==> src/rtl/lifo_arbiter.sv <==
// ---------------------------------------------------------------------------
// lifo_arbiter
//
// Shares one LIFO instance between two clients. At most one push or pop is
// issued to the LIFO per cycle. Contested cycles are settled round-robin.
// Occupancy is tracked locally so that an `empty` flag exists; the LIFO
// itself exports only `full`. A pop result is steered back to the client
// that issued that pop.
//
// Optional build macro:
//   LIFO_ARB_FIXED_PRI_EN - client 0 always wins a contested cycle and the
//                           round-robin pointer is held at 0.
//
// Ports:
//   clk                     system clock, rising edge
//   reset                   asynchronous reset, active low
//   req{0,1}_push/_pop      client push / pop request (pop wins if both)
//   req{0,1}_data           client push data
//   gnt{0,1}                client request accepted this cycle
//   rsp{0,1}_valid/_data    pop result for the issuing client
//   lifo_write/_datain      push command and data to the LIFO
//   lifo_read               pop command to the LIFO
//   lifo_dataout/_val       pop result and its strobe from the LIFO
//   lifo_full               full flag from the LIFO
//   count, empty, full      local occupancy and status flags
// ---------------------------------------------------------------------------
module lifo_arbiter #(
  parameter int DATA_W = 10,
  parameter int DEPTH  = 8,
  parameter int CNT_W  = 4
) (
  input  logic              clk,
  input  logic              reset,
  input  logic              req0_push,
  input  logic              req0_pop,
  input  logic [DATA_W-1:0] req0_data,
  input  logic              req1_push,
  input  logic              req1_pop,
  input  logic [DATA_W-1:0] req1_data,
  output logic              gnt0,
  output logic              gnt1,
  output logic              rsp0_valid,
  output logic [DATA_W-1:0] rsp0_data,
  output logic              rsp1_valid,
  output logic [DATA_W-1:0] rsp1_data,
  output logic              lifo_write,
  output logic [DATA_W-1:0] lifo_datain,
  output logic              lifo_read,
  input  logic [DATA_W-1:0] lifo_dataout,
  input  logic              lifo_val,
  input  logic              lifo_full,
  output logic [CNT_W-1:0]  count,
  output logic              empty,
  output logic              full
);

  typedef enum logic {
    IDLE     = 1'b0,
    WAIT_RSP = 1'b1
  } state_t;

  localparam logic [CNT_W-1:0] CNT_MAX = CNT_W'(DEPTH);
  localparam logic [CNT_W-1:0] CNT_ONE = CNT_W'(1);

  state_t           state, state_nxt;
  logic             rr, rr_nxt;
  logic             owner, owner_nxt;
  logic [CNT_W-1:0] count_nxt;

  logic             push0, push1;
  logic             elig0, elig1;
  logic             grant_any;
  logic             win;
  logic             win_pop;

  assign empty = (count == '0);
  assign full  = (count == CNT_MAX) || lifo_full;

  // A simultaneous push+pop from one client is treated as a pop only.
  assign push0 = req0_push && !req0_pop;
  assign push1 = req1_push && !req1_pop;

  // Ineligible requests simply see no grant; the client keeps holding them.
  assign elig0 = (req0_pop && !empty) || (push0 && !full);
  assign elig1 = (req1_pop && !empty) || (push1 && !full);

  // Winner selection, LIFO command generation and next-state logic.
  always_comb begin
    grant_any   = 1'b0;
    win         = 1'b0;
    win_pop     = 1'b0;
    gnt0        = 1'b0;
    gnt1        = 1'b0;
    lifo_write  = 1'b0;
    lifo_read   = 1'b0;
    lifo_datain = req0_data;
    state_nxt   = state;
    rr_nxt      = rr;
    owner_nxt   = owner;
    count_nxt   = count;

    case (state)
      IDLE: begin
        if (elig0 && elig1) begin
          grant_any = 1'b1;
`ifdef LIFO_ARB_FIXED_PRI_EN
          win = 1'b0;
`else
          win = rr;
`endif
        end else if (elig0) begin
          grant_any = 1'b1;
          win       = 1'b0;
        end else if (elig1) begin
          grant_any = 1'b1;
          win       = 1'b1;
        end

        win_pop     = win ? req1_pop : req0_pop;
        lifo_datain = win ? req1_data : req0_data;

        if (grant_any) begin
          gnt0       = !win;
          gnt1       = win;
          lifo_read  = win_pop;
          lifo_write = !win_pop;
`ifdef LIFO_ARB_FIXED_PRI_EN
          rr_nxt = 1'b0;
`else
          rr_nxt = !win;
`endif
          if (win_pop) begin
            state_nxt = WAIT_RSP;
            owner_nxt = win;
            if (count != '0) count_nxt = count - CNT_ONE;
          end else begin
            if (count != CNT_MAX) count_nxt = count + CNT_ONE;
          end
        end
      end

      WAIT_RSP: begin
        if (lifo_val) state_nxt = IDLE;
      end

      default: state_nxt = IDLE;
    endcase
  end

  always_ff @(posedge clk or negedge reset) begin
    if (!reset) begin
      state <= IDLE;
      rr    <= 1'b0;
      owner <= 1'b0;
      count <= '0;
    end else begin
      state <= state_nxt;
      rr    <= rr_nxt;
      owner <= owner_nxt;
      count <= count_nxt;
    end
  end

  // Pop results are a pass-through; only the owner's strobe is qualified,
  // and a stray lifo_val outside WAIT_RSP is ignored.
  assign rsp0_valid = (state == WAIT_RSP) && lifo_val && !owner;
  assign rsp1_valid = (state == WAIT_RSP) && lifo_val && owner;
  assign rsp0_data  = lifo_dataout;
  assign rsp1_data  = lifo_dataout;

endmodule

==> config.mk <==
export PLATFORM = sky130hd
export DESIGN_NAME = lifo_arbiter
export DESIGN_NICKNAME = d
export VERILOG_FILES = /design/src/rtl/lifo_arbiter.sv
export SDC_FILE = /design/constraint.sdc
export NUM_CORES = 1
export LEC_CHECK = 0
export BUFFER_PORTS_ARGS = -buffer_cell sky130_fd_sc_hd__buf_4
export CORE_AREA = 2 2 49 60
export CTS_BUF_LIST = sky130_fd_sc_hd__clkbuf_8
export DETAILED_ROUTE_END_ITERATION = 10
export DIE_AREA = 0 0 51 62
export PLACE_DENSITY = 0.78
export SYNTH_ARGS = -nofsm -noshare
export SYNTH_HDL_FRONTEND = slang
export SYNTH_SLANG_ARGS = --single-unit
==> constraint.sdc <==
create_clock -name clk -period 3.69 [get_ports clk]
set_input_delay 0.738 -clock clk [delete_from_list [all_inputs] [get_ports clk]]
set_output_delay 0.738 -clock clk [all_outputs]
set_load 0.03 [all_outputs]
==> metrics.md <==
| Metric | Value |
|---|---|
| DRT Pass-1 Iters | `4` |
| CP arrival | `2.60 ns` |
| First-pass GRT wire length | `3760 um` |
| RSZ-0062 raised after global routing | `no` |
| Slowest cell delay on critical path | `0.54 ns` |
| Dpl ws | `0.1854 ns` |
| Final setup viols | `0` |
| CTS tree | `done` |
| Fin. Hold Viols | `0` |
| Post-Syn Area | `972.2 um2` |
| Final HPWL DP | `2067 um` |
| Post-DRT Antenna Nets | `0` |
| Worst path required time | `2.95 ns` |
| Seq/Total Area, Yosys | `0.1802` |
| Clock-pin slew on the worst setup and hold paths | `around 0.040 ns` |
| Peak Freq | `299.6 MHz` |
| Drt via density | `5.315` |
| DR WL/cell | `15.10 um` |
| Buffers & Inverters on Critical Path | `1` |
| Syn Nets | `142` |
| Core area | `2654 um2` |
| Reg2Reg Capture Point | `count[3]` |
| Post-CTS setup repair buffer count | `0` |
| Root buf cell | `clkbuf_8` |
| GP Congestion | `0.8671` |
| Critical-path cell list | `nor4_4 > o22ai_2 > nor3_4 > mux2_2 > buf_4` |
| H-tree Lvls | `1` |
| Worst path slowest cell | `nor3_4` |
| Tcrit/Tclk final | `0.9045` |
| CTS buffer count | `3` |
| Clk buf depth | `2` |
| CP endpoint kind | `output pin` |
| Reg area | `~180 um2` |
| Post-CTS sizing | `0` |
| Worst skew pair latency | `about 0.23 ns` |
| Initial DRC count | `12` |
| Area growth syn-to-layout | `30.63%` |
| Share of cells above drive strength 1 | `0.5522` |
| Pin count of the biggest net entering global routing | `13` |
| Number of global-route vias before repair | `between 800 and 900` |
| Slew Limit Fails | `0` |
| Maximum VDD drop | `0.4238 mV` |
| Fin nets | `176` |
| ANT cells | `0` |
| MaxCap Viol Count | `0` |
| Drt drc | `0` |
| I/O pin count | `80` |
| Initial antenna violation count | `0` |
| CTS Hold Buffers Added | `0` |
| R2R Setup Slk | `0.42 ns` |
| Die Area | `3162 um2` |
| Setup WS post-layout | `0.3524 ns` |
| Via count | `893` |
| IO buf count | `49` |
| Unique masters post-synth | `42` |
| Worst Hold Class | `in -> async` |
| Initial Util | `0.3663` |
| Worst Skew | `0.003285 ns` |
| YS warnings | `0` |
| Die height | `62 um` |
| FP Rows | `21` |
| Pwr Density | `841.0 nW/um2` |
| Fillers | `269` |
| Depth of the worst register-to-register path | `12` |
| Cells after Synth | `101` |
| CP Max Fanout | `12` |
| Status | `complete, no violations` |
| Yosys reg bits | `7` |
| Clock Sink Count | `7` |
| P_leak | `0.6132 nW` |
| CP top delay family | `simple AND/OR/NAND/NOR gates` |
| Post-route minimum period | `3.338 ns` |
| Slew headroom | `0.5635` |
| Setup_tns | `0 ns` |
| Crit Path Category | `reg -> out` |
| Multi-input gate area | `598.1 um2` |
| Setup crit start kind | `register` |
| Synthesized area per cell | `9.626 um2` |
| Total track usage | `0.1600` |
| Slew @ Worst Pin | `0.6527 ns` |
| Total Wirelength | `2536 um` |
| GRT overflow | `0` |
| Final total power | `1.068 mW` |
| Die W | `51 um` |
| R2R Path Start | `count[0]` |
-- layer usage --
metal	track usage	up-vias	share of wire
met2	0.2931	61	0.48
met1	0.1529	412	0.37
met5	0	-	0
met4	0.1120	0	0.027
met3	0.05263	6	0.12
li1	-	414	-
-- metrics by stage --
stage | cell area [um2] | instances | hold slack [ns] | utilization
after floorplan | 972.2 | 101 | 0.4424 | -
after global placement | 1225 | 164 | 0.4927 | 0.4616
after detailed placement | 1225 | 164 | 0.5044 | 0.4616
after CTS | 1270 | 168 | 0.3139 | 0.4785
after global routing | 1270 | 168 | 0.3152 | 0.4785
final | 1270 | 168 | 0.3128 | 0.4785
-- flip-flops by register name (all words and copies together), names as in the netlist --
register and count:
count 4, owner 1, rr 1, state 1
-- area by class of cell --
cell class	instances	area share
Clock buffer	3	0.03251
Clock inverter	1	0.002956
Inverter	5	0.01478
Multi-Input combinational cell	66	0.4709
Sequential cell	7	0.1379
Tap cell	34	0.03350
Timing Repair Buffer	52	0.3074
-- logic make-up after synthesis --
| group | synth area share |
|---|---|
| mux | 0.1544 |
| compound gates | 0.1853 |
| buf+inv | 0.2046 |
| fa+ha+maj | 0.04633 |
| flops | 0.1802 |
| simple gates | 0.2111 |
| xor+xnor | 0.01802 |
-- power breakdown --
group	switching (mW)	internal [mW]	total (mW)
registers	0.0945	0.119	0.213
logic	0.408	0.340	0.748
clock network	0.0345	0.0720	0.107
-- synthesized netlist by cell type, drive strengths merged --
cell,instances,area (um2)
nor2,7,26.28
a21o,2,16.27
and4,1,8.760
mux2,11,150.1
ha,2,25.02
buf,23,180.2
a311oi,1,15.01
nor3,4,31.28
o32ai,1,8.760
nand2b,3,18.77
nor3b,1,7.510
inv,5,18.77
a2111o,1,11.26
xnor2,2,17.52
a211o,1,8.760
a221oi,1,8.760
nor4,2,27.53
dfrtp,7,175.2
o32a,1,22.52
o22a,1,8.760
nand4,1,6.260
nor4b,1,23.77
o22ai,2,18.77
a21oi,3,15.01
and3,1,6.260
o21ai,3,15.01
nand2,6,22.52
a22oi,2,20.02
and2,1,6.260
fa,1,20.02
o2111a,1,11.26
or4b,1,13.76
nor2b,1,6.260
-- how the worst max path moves through the flow --
stage | slack, ns | start | cells after the start | to
after floorplan | 0.23 | count[0] | 11 | count[3]
after global placement | 0.29 | lifo_full | 13 | count[3]
after detailed placement | 0.19 | lifo_full | 13 | count[3]
after CTS | 0.33 | count[3] | 5 | lifo_datain[8]
after global routing | 0.19 | count[3] | 5 | lifo_datain[8]
final | 0.35 | count[0] | 5 | lifo_datain[8]
-- worst reg2reg max path: stages (launching register included) --
cell	delay (ns)
dfrtp_1	0.50
nor4_4	0.52
o22a_1	0.29
nand2_1	0.12
a21oi_1	0.28
inv_1	0.15
ha_1	0.30
a21o_2	0.21
a21oi_1	0.14
buf_4	0.17
nor2_1	0.05
a221oi_1	0.27
nand4_1	0.13
-- layout by cell type, fill, tap and decap left out, types with 3 or more instances in the layout --
| cell type | n |
|---|---|
| buf_4 | 52 |
| nor2_1 | 7 |
| mux2_4 | 7 |
| dfrtp_1 | 7 |
| inv_1 | 6 |
| nand2_1 | 6 |
| nand2b_1 | 3 |
| nor3_1 | 3 |
| a21oi_1 | 3 |
| mux2_2 | 3 |
| o21ai_0 | 3 |
| clkbuf_8 | 3 |
(Power assumes the default switching activity.)
